===== config.mk =====
export PLATFORM = sky130hd
export DESIGN_NAME = leb128_stream_decoder
export DESIGN_NICKNAME = d
export VERILOG_FILES = /design/src/rtl/leb128_pkg.sv /design/src/rtl/unpack_signed.sv /design/src/rtl/leb128_stream_decoder.sv
export SDC_FILE = /design/constraint.sdc
export NUM_CORES = 1
export LEC_CHECK = 0
export CORE_UTILIZATION = 47
export CTS_BUF_LIST = sky130_fd_sc_hd__clkbuf_2
export CTS_CLUSTER_SIZE = 40
export DETAILED_ROUTE_END_ITERATION = 7
export HOLD_SLACK_MARGIN = 0.02
export PLACE_DENSITY = 0.74
export SYNTH_ARGS = -nofsm -noshare
export SYNTH_HDL_FRONTEND = slang
export SYNTH_SLANG_ARGS = --single-unit
export TNS_END_PERCENT = 30

===== constraint.sdc =====
create_clock -name clk -period 2.7 [get_ports clk]
set_input_delay 0.54 -clock clk [delete_from_list [all_inputs] [get_ports clk]]
set_output_delay 0.54 -clock clk [all_outputs]
set_load 0.01 [all_outputs]

===== src/rtl/leb128_pkg.sv =====
// Shared LEB128 definitions: decoder FSM states and window sizing derived from
// the decoded value width.
package leb128_pkg;

   typedef enum logic {
      COLLECT = 1'b0,
      HOLD    = 1'b1
   } dec_state_e;

   // Maximum encoded bytes for an n-bit value
   function automatic int unsigned leb_mb(input int unsigned n);
      return n / 7 + 1;
   endfunction

   function automatic int unsigned leb_m(input int unsigned n);
      return leb_mb(n) * 8;
   endfunction

endpackage


===== src/rtl/unpack_signed.sv =====
// Combinational signed LEB128 decode of a byte window (byte k at bits 8k..8k+7,
// glue bit at 8k, payload bit 0 at 8k+7).
module unpack_signed
   import leb128_pkg::*;
#(
   parameter  int unsigned N  = 64,
   localparam int unsigned MB = leb_mb(N),
   localparam int unsigned M  = leb_m(N)
) (
   input  logic [M-1:0] window,
   output logic [N-1:0] value
);

   logic [N-1:0] acc;
   logic [N-1:0] fill_hi;
   logic [6:0]   pay;
   logic         sign;
   logic         done;

   // The first byte with a clear glue bit terminates; zeroed unfilled bytes do too
   always_comb begin
      acc     = '0;
      fill_hi = '0;
      pay     = '0;
      sign    = 1'b0;
      done    = 1'b0;
      for (int unsigned k = 0; k < MB; k++) begin
         if (!done) begin
            for (int unsigned b = 0; b < 7; b++) begin
               pay[b] = window[8*k + 7 - b];
            end
            acc     = acc | (N'(pay) << (7*k));
            fill_hi = {N{1'b1}} << (7*(k + 1));
            sign    = pay[6];
            done    = ~window[8*k];
         end
      end
      value = acc | (sign ? fill_hi : '0);
   end

endmodule


===== src/rtl/leb128_stream_decoder.sv =====
// Byte-stream signed LEB128 decoder: collects bytes into a registered window,
// then holds the decoded value until the consumer takes it.
module leb128_stream_decoder
   import leb128_pkg::*;
#(
   parameter  int unsigned N  = 64,
   localparam int unsigned LW = $clog2(leb_mb(N)) + 1
) (
   input  logic          clk,
   input  logic          rstn,
   input  logic          clear,
   input  logic [7:0]    in_data,
   input  logic          in_valid,
   output logic          in_ready,
   output logic [N-1:0]  out_value,
   output logic [LW-1:0] out_len,
   output logic          out_err,
   output logic          out_valid,
   input  logic          out_ready
);

   localparam int unsigned MB = leb_mb(N);
   localparam int unsigned M  = leb_m(N);

   dec_state_e    state_q, state_d;
   logic [M-1:0]  win_q, win_d;
   logic [LW-1:0] cnt_q, cnt_d;
   logic          err_q, err_d;
   logic [N-1:0]  dec_value;

   always_comb begin
      state_d = state_q;
      win_d   = win_q;
      cnt_d   = cnt_q;
      err_d   = err_q;
      if (clear) begin
         state_d = COLLECT;
         win_d   = '0;
         cnt_d   = '0;
         err_d   = 1'b0;
      end else if (state_q == COLLECT) begin
         if (in_valid) begin
            for (int unsigned k = 0; k < MB; k++) begin
               if (cnt_q == LW'(k)) begin
                  for (int unsigned b = 0; b < 8; b++) begin
                     win_d[8*k + 7 - b] = in_data[b];
                  end
               end
            end
            cnt_d = cnt_q + 1'b1;
            // A glue bit still set on the last allowed byte marks an overlong encoding
            if (!in_data[7] || cnt_q == LW'(MB - 1)) begin
               state_d = HOLD;
               err_d   = in_data[7];
            end
         end
      end else if (out_ready) begin
         state_d = COLLECT;
         win_d   = '0;
         cnt_d   = '0;
         err_d   = 1'b0;
      end
   end

   always_ff @(posedge clk or negedge rstn) begin
      if (!rstn) begin
         state_q <= COLLECT;
         win_q   <= '0;
         cnt_q   <= '0;
         err_q   <= 1'b0;
      end else begin
         state_q <= state_d;
         win_q   <= win_d;
         cnt_q   <= cnt_d;
         err_q   <= err_d;
      end
   end

   unpack_signed #(
      .N(N)
   ) u_unpack (
      .window(win_q),
      .value (dec_value)
   );

   assign in_ready  = (state_q == COLLECT);
   assign out_valid = (state_q == HOLD);
   assign out_value = out_valid ? dec_value : '0;
   assign out_len   = out_valid ? cnt_q : '0;
   assign out_err   = out_valid ? err_q : 1'b0;

endmodule


; Yosys cells after proc, flatten, opt, wreduce, memory -nomap -nowiden
; Cells that the tools add are included.
[op_classes]
addsub = 1
n_mul = 0
n_div = 0
magnitude_cmp = 0
eq_ne = 10
n_shift = 0
muxes = 67
bitwise_logic = 20
reduce_logical = 27
[ops]
columns = op, count
row1 = $mux W64, 18
row2 = $mux W80, 4
row3 = $or A64 B64 Y64, 2
row4 = $mux W8, 10
row5 = $or A64 B21 Y64, 1
row6 = $or A64 B28 Y64, 1
row7 = $or A64 B35 Y64, 1
row8 = $or A64 B42 Y64, 1
row9 = $or A64 B49 Y64, 1
row10 = $or A64 B56 Y64, 1
row11 = $or A64 B63 Y64, 1
row12 = $reduce_bool A3 Y1, 12
row13 = $reduce_and A3 Y1, 11
row14 = $mux W1, 28
row15 = $mux W14, 2
row16 = $mux W5, 5
row17 = $eq A5 B3 Y1 const B, 4
row18 = $or A7 B14 Y14, 1
row19 = $eq A5 B2 Y1 const B, 2
row20 = $eq A5 B4 Y1 const B, 2
row21 = $not A1 Y1, 10
row22 = $add A5 B1 Y5 const B, 1
row23 = $eq A5 B1 Y1 const B, 1
row24 = $logic_not A5 Y1, 1
row25 = 4 further kinds, 4
[word_totals]
ff_bits = 87
latch_bits = 0
ramBits = 0
rom_bits = 0
in_bits = 13
output_inout_bits = 72
word_cells = 138
mem_count = 0

; Logic depth before layout (Yosys ltp)
; Gate-level depths: netlist (run 1).
[logic_depth]
word_depth = 20
mapped_depth = 7
ltp_nobuf = 6

; Cells and area by module
; From an unflattened synthesis (run 1), not the netlist that was laid out.
[hier_totals]
cells_unflattened = 474
hier_area_um2 = 4933.5
[modules_own_cells]
columns = mod, n_inst, cells_each, area_per_inst_um2, seq_area_each_um2
row1 = leb128_stream_decoder, 1, 340, 4177.8, 2177.1
row2 = unpack_signed, 1, 134, 755.7, 0.0

; Least setup slack after synthesis (run 1)
; No wires, ideal clock.
[synth_timing]
kind = register to output
from = reg state_q, in the netlist out_valid
to = out out_value[56]
arrival_ps = 1726
t_required_ps = 2160
path_slack_ps = 434
path_stages_with_launch = 6
path_cell_list = dfrtp_1 > buf_2 > inv_1 > nor3_1 > nand3_1 > o21ai_0
[synth_between]
elab_chain_len = 1
[synth_rtl]
columns = element, line
row1 = from (decl), leb128_stream_decoder.sv:25  ; dec_state_e state_q, state_d;
row2 = from (signal assigned), leb128_stream_decoder.sv:72  ; state_q <= state_d;
row3 = $mux W64, leb128_stream_decoder.sv:88  ; assign out_value = out_valid ? dec_value : '0;
row4 = to (decl), leb128_stream_decoder.sv:15  ; output logic [N-1:0] out_value,
; No other way between the ends.

; Worst setup path after layout (run 1)
[layout_timing]
from = reg win_q[16]
to = out out_value[34]
[layout_between]
elab_chain_len = 17
[layout_rtl]
columns = element, line
row1 = from (decl), leb128_stream_decoder.sv:26  ; logic [M-1:0] win_q, win_d;
row2 = from (signal assigned), leb128_stream_decoder.sv:73  ; win_q <= win_d;
row3 = $not A1 Y1 (*), unpack_signed.sv:35  ; done = ~window[8*k];
row4 = $mux W1 (*), unpack_signed.sv:28  ; if (!done) begin
row5 = $mux W64, unpack_signed.sv:28
row6 = $or A64 B35 Y64, unpack_signed.sv:32  ; acc = acc | (N'(pay) << (7*k));
row7 = $mux W64, unpack_signed.sv:28
row8 = $or A64 B42 Y64, unpack_signed.sv:32
row9 = $mux W64, unpack_signed.sv:28
row10 = $or A64 B49 Y64, unpack_signed.sv:32
row11 = $mux W64, unpack_signed.sv:28
row12 = $or A64 B56 Y64, unpack_signed.sv:32
row13 = $mux W64, unpack_signed.sv:28
row14 = $or A64 B63 Y64, unpack_signed.sv:32
row15 = $mux W64, unpack_signed.sv:28
row16 = $or A64 B64 Y64, unpack_signed.sv:32
row17 = $mux W64, unpack_signed.sv:28
row18 = $or A64 B64 Y64 (*), unpack_signed.sv:38  ; value = acc | (sign ? fill_hi : '0);
row19 = $mux W64 (*), leb128_stream_decoder.sv:88
; Every way passes the cells marked *; elsewhere a longest branch is shown, timed or not.

==> impl_results.md, run 1 <==
* Starting density of the core at 48.2%
* Worst-case clock buffer depth at 2
* Critical Setup Path Class: flop to output port
* Max Cap Viol at 0
* Core box area at 8680 µm²
* Drt drc at 0
* Top_reg_cell synth: dfrtp_1
* Largest net degree at the start of global routing at 43
* Critical path fanouts, max at 5
* TritonCTS Buffers at 9
* Final ANT Viol Nets at 0
* Critical Path Sink: out_value[34]
* Post-synth EDFFs at 0
* Pwr per Cell Area at 468 nW/µm²
* # diodes at 0
* CP Capture Type: output port
* Fmax at 0.359 GHz
* Layout cell share with drive strength beyond 1 at 31.4%
* Clock skew at 0.0119 ns
* Post-layout min period at 2.78 ns
* Relative slew slack at 57.9%
* Total iterations of the first detailed-routing run at 4
* Initial antenna violation count at 0
* Slew Limit Fails at 0
* GRT Residual Overflow at 0
* Clk root buf: clkbuf_2
* Async SR Flop Fraction at 100%
* Reg2reg path depth at 6
* Worst vdd ir at 0.260 mV
* Routability cong. at 0.837
* CTS Sinks at 80
* Yosys Warn Count at 0
* Yosys reg bits at 80
* Most instantiated cells after synthesis: nand2_1, dfrtp_1, mux2_2
* Final #Nets at 547
* Crit Reg-Reg Startpoint: out_valid
* Initial drt markers at 193
* Total GRT Usage at 24.8%
* Worst-Margin Slew at 0.631 ns
* Clock transition at path regs at 0.21 ns
* Top-count cell post-synth: nand2_1
* Synth Cell Area at 4190 µm²
* TritonCTS clock tree: built
* Fill count at 726
* Lkg Pwr at 0.00300 µW
* Library cells used by synthesis at 51
* Final Hold Vio Count at 0
* Worst setup margin at -0.0820 ns
* Cells taking the most area after synthesis: dfrtp_1, mux2_2, nand2_1, a21oi_1, and2_1
* DIE HEIGHT at 96.4 µm
* Number of global-route vias before repair at 3339
* Post-Synthesis Cells at 418
* Estimated wirelength of the detail-placed design at 7740 µm
* Vias/cell at 5.61
* Yosys top cell by area: dfrtp_1
* DR vias at 3605
* First-pass GRT wire length at 17000 µm
* Total wire length at 11100 µm
* Min-Delay Path Class: input pin to async pin
* Horiz. Die Dim at 96.4 µm
* Reg2reg end: win_q[62]
* Syn_area_per_cell at 10.0 µm²
* Status: finished, violations left
* RSZ-0062 raised after global routing: true
* Final setup vio count at 11
* Worst EP required at 2.16 ns
* FF-to-FF setup slack at 0.34 ns
* IO Count at 85
* Violated checks: setup timing
* Place WS at -0.00629 ns
* Average wire per cell in the routed design at 17.3 µm
* Htree depth at 3
* Setup TNS after final layout at -0.398 ns
* FP Rows at 34
* Clk Latency, worst-skew pair at 0.52 ns
* Synthesized Nets at 435
* Setup crit start: win_q[16]
* Die ar. at 9290 µm²
* Area growth syn-to-layout at 34.0%
* Seq/Total Area, Yosys at 47.8%
* Crit path DAT at 2.24 ns
* Port Buffers at 84
* Startpoint types: flop
* Fin crit share at 103%
* Synth top area share at 47.8%
==> sequential cells by signal, summed over array words and instances, names as in the netlist <==
| signal | flops |
|---|---|
| win_q | 73 |
| cnt_q | 5 |
| err_q | 1 |
| out_valid | 1 |
==> layout make-up <==
cell class / instances / area (µm²) / share of cell area [%]
timing repair buffer: 123 / 1080 / 19.3
inverter: 3 / 11.3 / 0.201
clock inverter: 6 / 108 / 1.92
sequential: 80 / 2010 / 35.8
multi-input combinational: 313 / 2210 / 39.5
clock buffer: 10 / 50.0 / 0.892
tap: 108 / 135 / 2.41
==> placed cells by master, fill, tap and decap left out, types with 3 or more instances in the layout <==
master	instances
dlygate4sd2_1	8
o21ai_4	3
ha_1	4
nor2_1	13
clkdlybuf4s50_1	29
mux2i_1	8
nor2b_1	3
nand2_1	80
a31o_2	4
buf_2	10
bufinv_16	3
and2_0	3
buf_4	34
mux2_1	4
nand3_1	13
clkbuf_2	23
mux2_2	45
and2_1	16
a21o_1	8
a21oi_2	6
buf_6	4
o21ai_2	8
dlymetal6s2s_1	21
a21oi_1	36
dfrtp_2	5
o21ai_0	15
dfrtp_1	75
==> cells by family after synthesis <==
logic type	Yosys count	synth area share [%]
buffers and inverters	25	2.69
XOR/XNOR	2	0.419
flip-flops	80	47.8
AO/OA/AOI/OAI	94	14.8
AND/OR/NAND/NOR	156	18.0
multiplexers	57	15.1
adder cells (fa/ha/maj)	4	1.20
==> what timing repair did <==
| item | CTS | global route |
|---|---|---|
| endpoints found under the setup margin | 54 | 51 |
| pin swaps | 2 | 3 |
| hold buffers | 1 | 0 |
| buffers inserted | 4 | 4 |
| endpoints found under the hold margin | 40 | 0 |
| gates resized for setup | 57 | 89 |
==> through the flow <==
stage                     hold WS (ns)  util [%]  power, µW  instance area [µm²]  instances
after CTS                        0.502      64.2       2640                 5570        639
after global routing             0.534      64.6       2740                 5610        643
after global placement           0.479      60.9       1790                 5280        618
after detailed placement         0.480      60.9       1810                 5280        618
after floorplan                  0.244         -       1610                 4190        418
final                            0.504      64.6       2630                 5610        643
==> critical path, stage by stage (launching register included) <==
cell and delay, ns:
dfrtp_2 0.48, nand3b_1 0.23, a31oi_4 0.30, or2_2 0.18
clkdlybuf4s50_1 0.53
==> layer usage <==
layer,up-vias,share of wire [%],wire length (µm),track usage [%]
met2,118,47,5250,38.2
met4,0,2.6,293,10.0
met5,-,0,0,0
met1,1776,45,5010,35.3
met3,29,5.1,570,3.48
li1,1682,-,-,-
==> power by group <==
group / internal [µW] / switching (µW) / total (µW)
Clock: 400 / 413 / 813
Sequential: 1290 / 73.1 / 1360
Combinational: 210 / 242 / 452
==> worst min-delay path by stage <==
stage,start,to,slack [ns],cells past startpoint
6_report,rstn,win_q[24],0.50,2
2_1_floorplan,rstn,cnt_q[0],0.24,0
5_1_grt,rstn,win_q[24],0.53,2
3_3_place_gp,win_q[62],win_q[62],0.48,1
4_1_cts,rstn,win_q[24],0.50,2
3_5_place_dp,win_q[58],win_q[58],0.48,1
Power figures use the tool's default switching activity.
==> inputs of run 2 (changes only) <==
Settings changed: CTS_CLUSTER_DIAMETER set to 80.
==> results of run 2 <==
No change in the layout: final DEF, timing and power equal those of run 1.
==> inputs of run 3 (changes only) <==
Settings changed: CORE_UTILIZATION 47 to 30, PLACE_DENSITY 0.74 to not set.
==> impl_results.md, run 3 (same netlist as run 1, synthesis figures left out) <==
* Status: finished, violations left
* Violated checks: setup timing
* Drt drc at 0 (unchanged)
* Largest regs: win_q (73), cnt_q (5)
* TritonCTS Buffers at 9 (unchanged)
* CTS Sinks at 80 (unchanged)
* CP Capture Type: output port
* Horiz. Die Dim at 120 µm (+25%)
* Crit Reg-Reg Startpoint: out_valid
* Total wire length at 11600 µm (+4.4%)
* Fmax at 0.358 GHz (-0.45%)
* Lkg Pwr at 0.00298 µW (-0.49%)
* Final setup vio count at 12 (+1)
* Worst setup margin at -0.0947 ns (-0.0127 ns)
* IO Count at 85 (unchanged)
* Final ANT Viol Nets at 0 (unchanged)
* Min-Delay Path Class: input pin to async pin
* DP Area at 5360 µm² (+1.5%)
* Met1 wire length at 5280 µm (+5.4%)
* Most frequent cells in the layout: nand2_1, dfrtp_1, mux2_2, a21oi_1, buf_4
* Setup crit start: win_q[0]
* Relative slew slack at 59.7% (+1.8 points)
* Cell area after layout at 5670 µm² (+1.1%)
* Vias/cell at 4.93 (-12%)
* Reg power frac at 53.4% (+1.6 points)
* Crit-path leading delay family: buffers and inverters
* Worst EP required at 2.16 ns (about the same)
* Clk root buf: clkbuf_2
* Fin crit share at 104% (+0.47 points)
* GRT Residual Overflow at 0 (unchanged)
* Met2 WL at 5540 µm (+5.6%)
* Layout cell share with drive strength beyond 1 at 29.2% (-2.2 points)
* Largest net degree at the start of global routing at 47 (+9.3%)
* Die ar. at 14400 µm² (+55%)
* Starting density of the core at 31.2% (-17 points)
* Sw frac at 28.8% (+1.0 points)
* Total GRT Usage at 16.7% (-8.1 points)
* Max Cap Viol at 0 (unchanged)
* Met3 WL at 645 µm (+13%)
* RSZ-0062 raised after global routing: true
* Worst-case clock buffer depth at 2 (unchanged)
* Final #Nets at 546 (-0.18%)
* Clock skew at 0.0232 ns (+0.0113 ns)
* WP buf/inv at 2 (+1)
* Slew Limit Fails at 0 (unchanged)
* Area growth syn-to-layout at 35.5%
* Worst vdd ir at 0.223 mV (-14%)
* Pwr per Cell Area at 448 nW/µm² (-4.4%)
* Reg with most FFs: win_q
* Total iterations of the first detailed-routing run at 4 (unchanged)
* Max incr delay on CP at 0.49 ns (-0.04 ns)
* Crit path DAT at 2.25 ns (about the same)
* Worst-Margin Slew at 0.604 ns (-0.0271 ns)
* DR vias at 3502 (-2.9%)
* Sw Pwr at 730 µW (+0.23%)
* Clk pwr share at 28.9% (-2.1 points)
* FP Rows at 42 (+24%)
* Max reg flops at 73 (unchanged)
* Htree depth at 3 (unchanged)
* Clock transition at path regs at 0.23 ns (+0.02 ns)
* Average wire per cell in the routed design at 16.3 µm (-5.6%)
* CP max stage cell: dfrtp_2
* DIE HEIGHT at 120 µm (+25%)
* Core box area at 13400 µm² (+54%)
* Initial antenna violation count at 1 (+1)
* Routability cong. at 0.821 (-1.9%)
* First-pass GRT wire length at 18500 µm (+8.8%)
* Number of global-route vias before repair at 3495 (+4.7%)
* Leading cell type in the layout, fill and taps excluded: nand2_1
* Gate power share at 17.7% (+0.5 points)
* Cell chain of the critical path: o21ai_2 -> a31oi_1 -> buf_4 -> or2_2 -> clkdlybuf4s50_1
* Clk Latency, worst-skew pair at 0.52 ns (about the same)
* Final Hold Vio Count at 0 (unchanged)
* Cell-internal power at 1810 µW (-4.7%)
* Estimated wirelength of the detail-placed design at 8380 µm (+8.2%)
* Initial drt markers at 237 (+23%)
* Top layer in use: met4
* Startpoint types: flop
* Fill count at 1315 (+81%)
* TritonCTS clock tree: built
* Critical Setup Path Class: flop to output port
* Critical path fanouts, max at 5 (unchanged)
* Port Buffers at 84 (unchanged)
* Util after Layout at 42.3% (-22 points)
* Post-layout min period at 2.79 ns (+0.0127 ns)
## run 3: cell types whose count changed in the layout (fill, tap and decap cells not counted), moves of 2 or more
cell / previous run / this run
nand3_4: 2 / 0
buf_2: 10 / 1
dlygate4sd2_1: 8 / 24
dlymetal6s2s_1: 21 / 19
clkbuf_2: 23 / 20
o21ai_1: 2 / 4
and3_1: 2 / 0
nand3_2: 0 / 2
## run 3: metal layers
layer	GRT usage (%)	vias to the layer above
li1	-	1683
met1	22.3	1695
met2	27.9	115
met3	3.56	9
met4	3.44	0
met5	0	-
## run 3: cell type report
cell class                 instances  area (µm²)  share of cell area [%]
multi-input combinational        313        2180                    38.5
clock inverter                     5        81.3                    1.43
tap                              176         220                    3.88
timing repair buffer             122        1110                    19.6
sequential                        80        2010                    35.4
antenna                            1        2.50                  0.0441
clock buffer                      11        55.1                   0.971
inverter                           3        11.3                   0.199
## run 3: path summary, 6_finish.rpt
kind                                 end  slack [ns]  depth (start not counted)
max                        out_value[34]       -0.09                          5
min                             win_q[3]        0.51                          2
max reg2reg                    win_q[58]        0.48                          5
min reg2reg                    win_q[70]        0.53                          2
max in group asynchronous      win_q[65]        1.47                          3
min in group clk               win_q[70]        0.53                          2
## run 3: worst reg2reg max path: stages (launching register included)
cell     delay (ns)
dfrtp_2        0.46
buf_4          0.23
nor3b_1        0.43
or2_1          0.45
o21ai_4        0.18
mux2_1         0.36
## run 3: power groups by stage
stage	logic, µW	clock network (µW)	registers [µW]
2_1_floorplan	262	0	1350
3_3_place_gp	428	0	1370
3_5_place_dp	441	0	1370
4_1_cts	447	747	1350
5_1_grt	492	784	1370
6_report	449	734	1350
## run 3: metrics by stage
stage                     hold WS (ns)  setup WS, ns  setup TNS, ns  total power [µW]  instances
after floorplan                  0.244         0.434              0              1610        418
final                            0.507       -0.0947         -0.546              2540        711
after CTS                        0.531        -0.239          -2.83              2550        706
after detailed placement         0.485       -0.0123        -0.0286              1810        685
after global routing             0.527        -0.186          -3.06              2640        711
after global placement           0.474        0.0380              0              1800        685
## run 3: what timing repair did
action | 4_1_cts | 5_1_grt
gates cloned | 1 | 0
pin swaps | 1 | 2
endpoints found under the hold margin | 37 | 0
hold buffers | 1 | 0
endpoints found under the setup margin | 57 | 56
gates resized for setup | 68 | 49
buffers inserted | 3 | 4
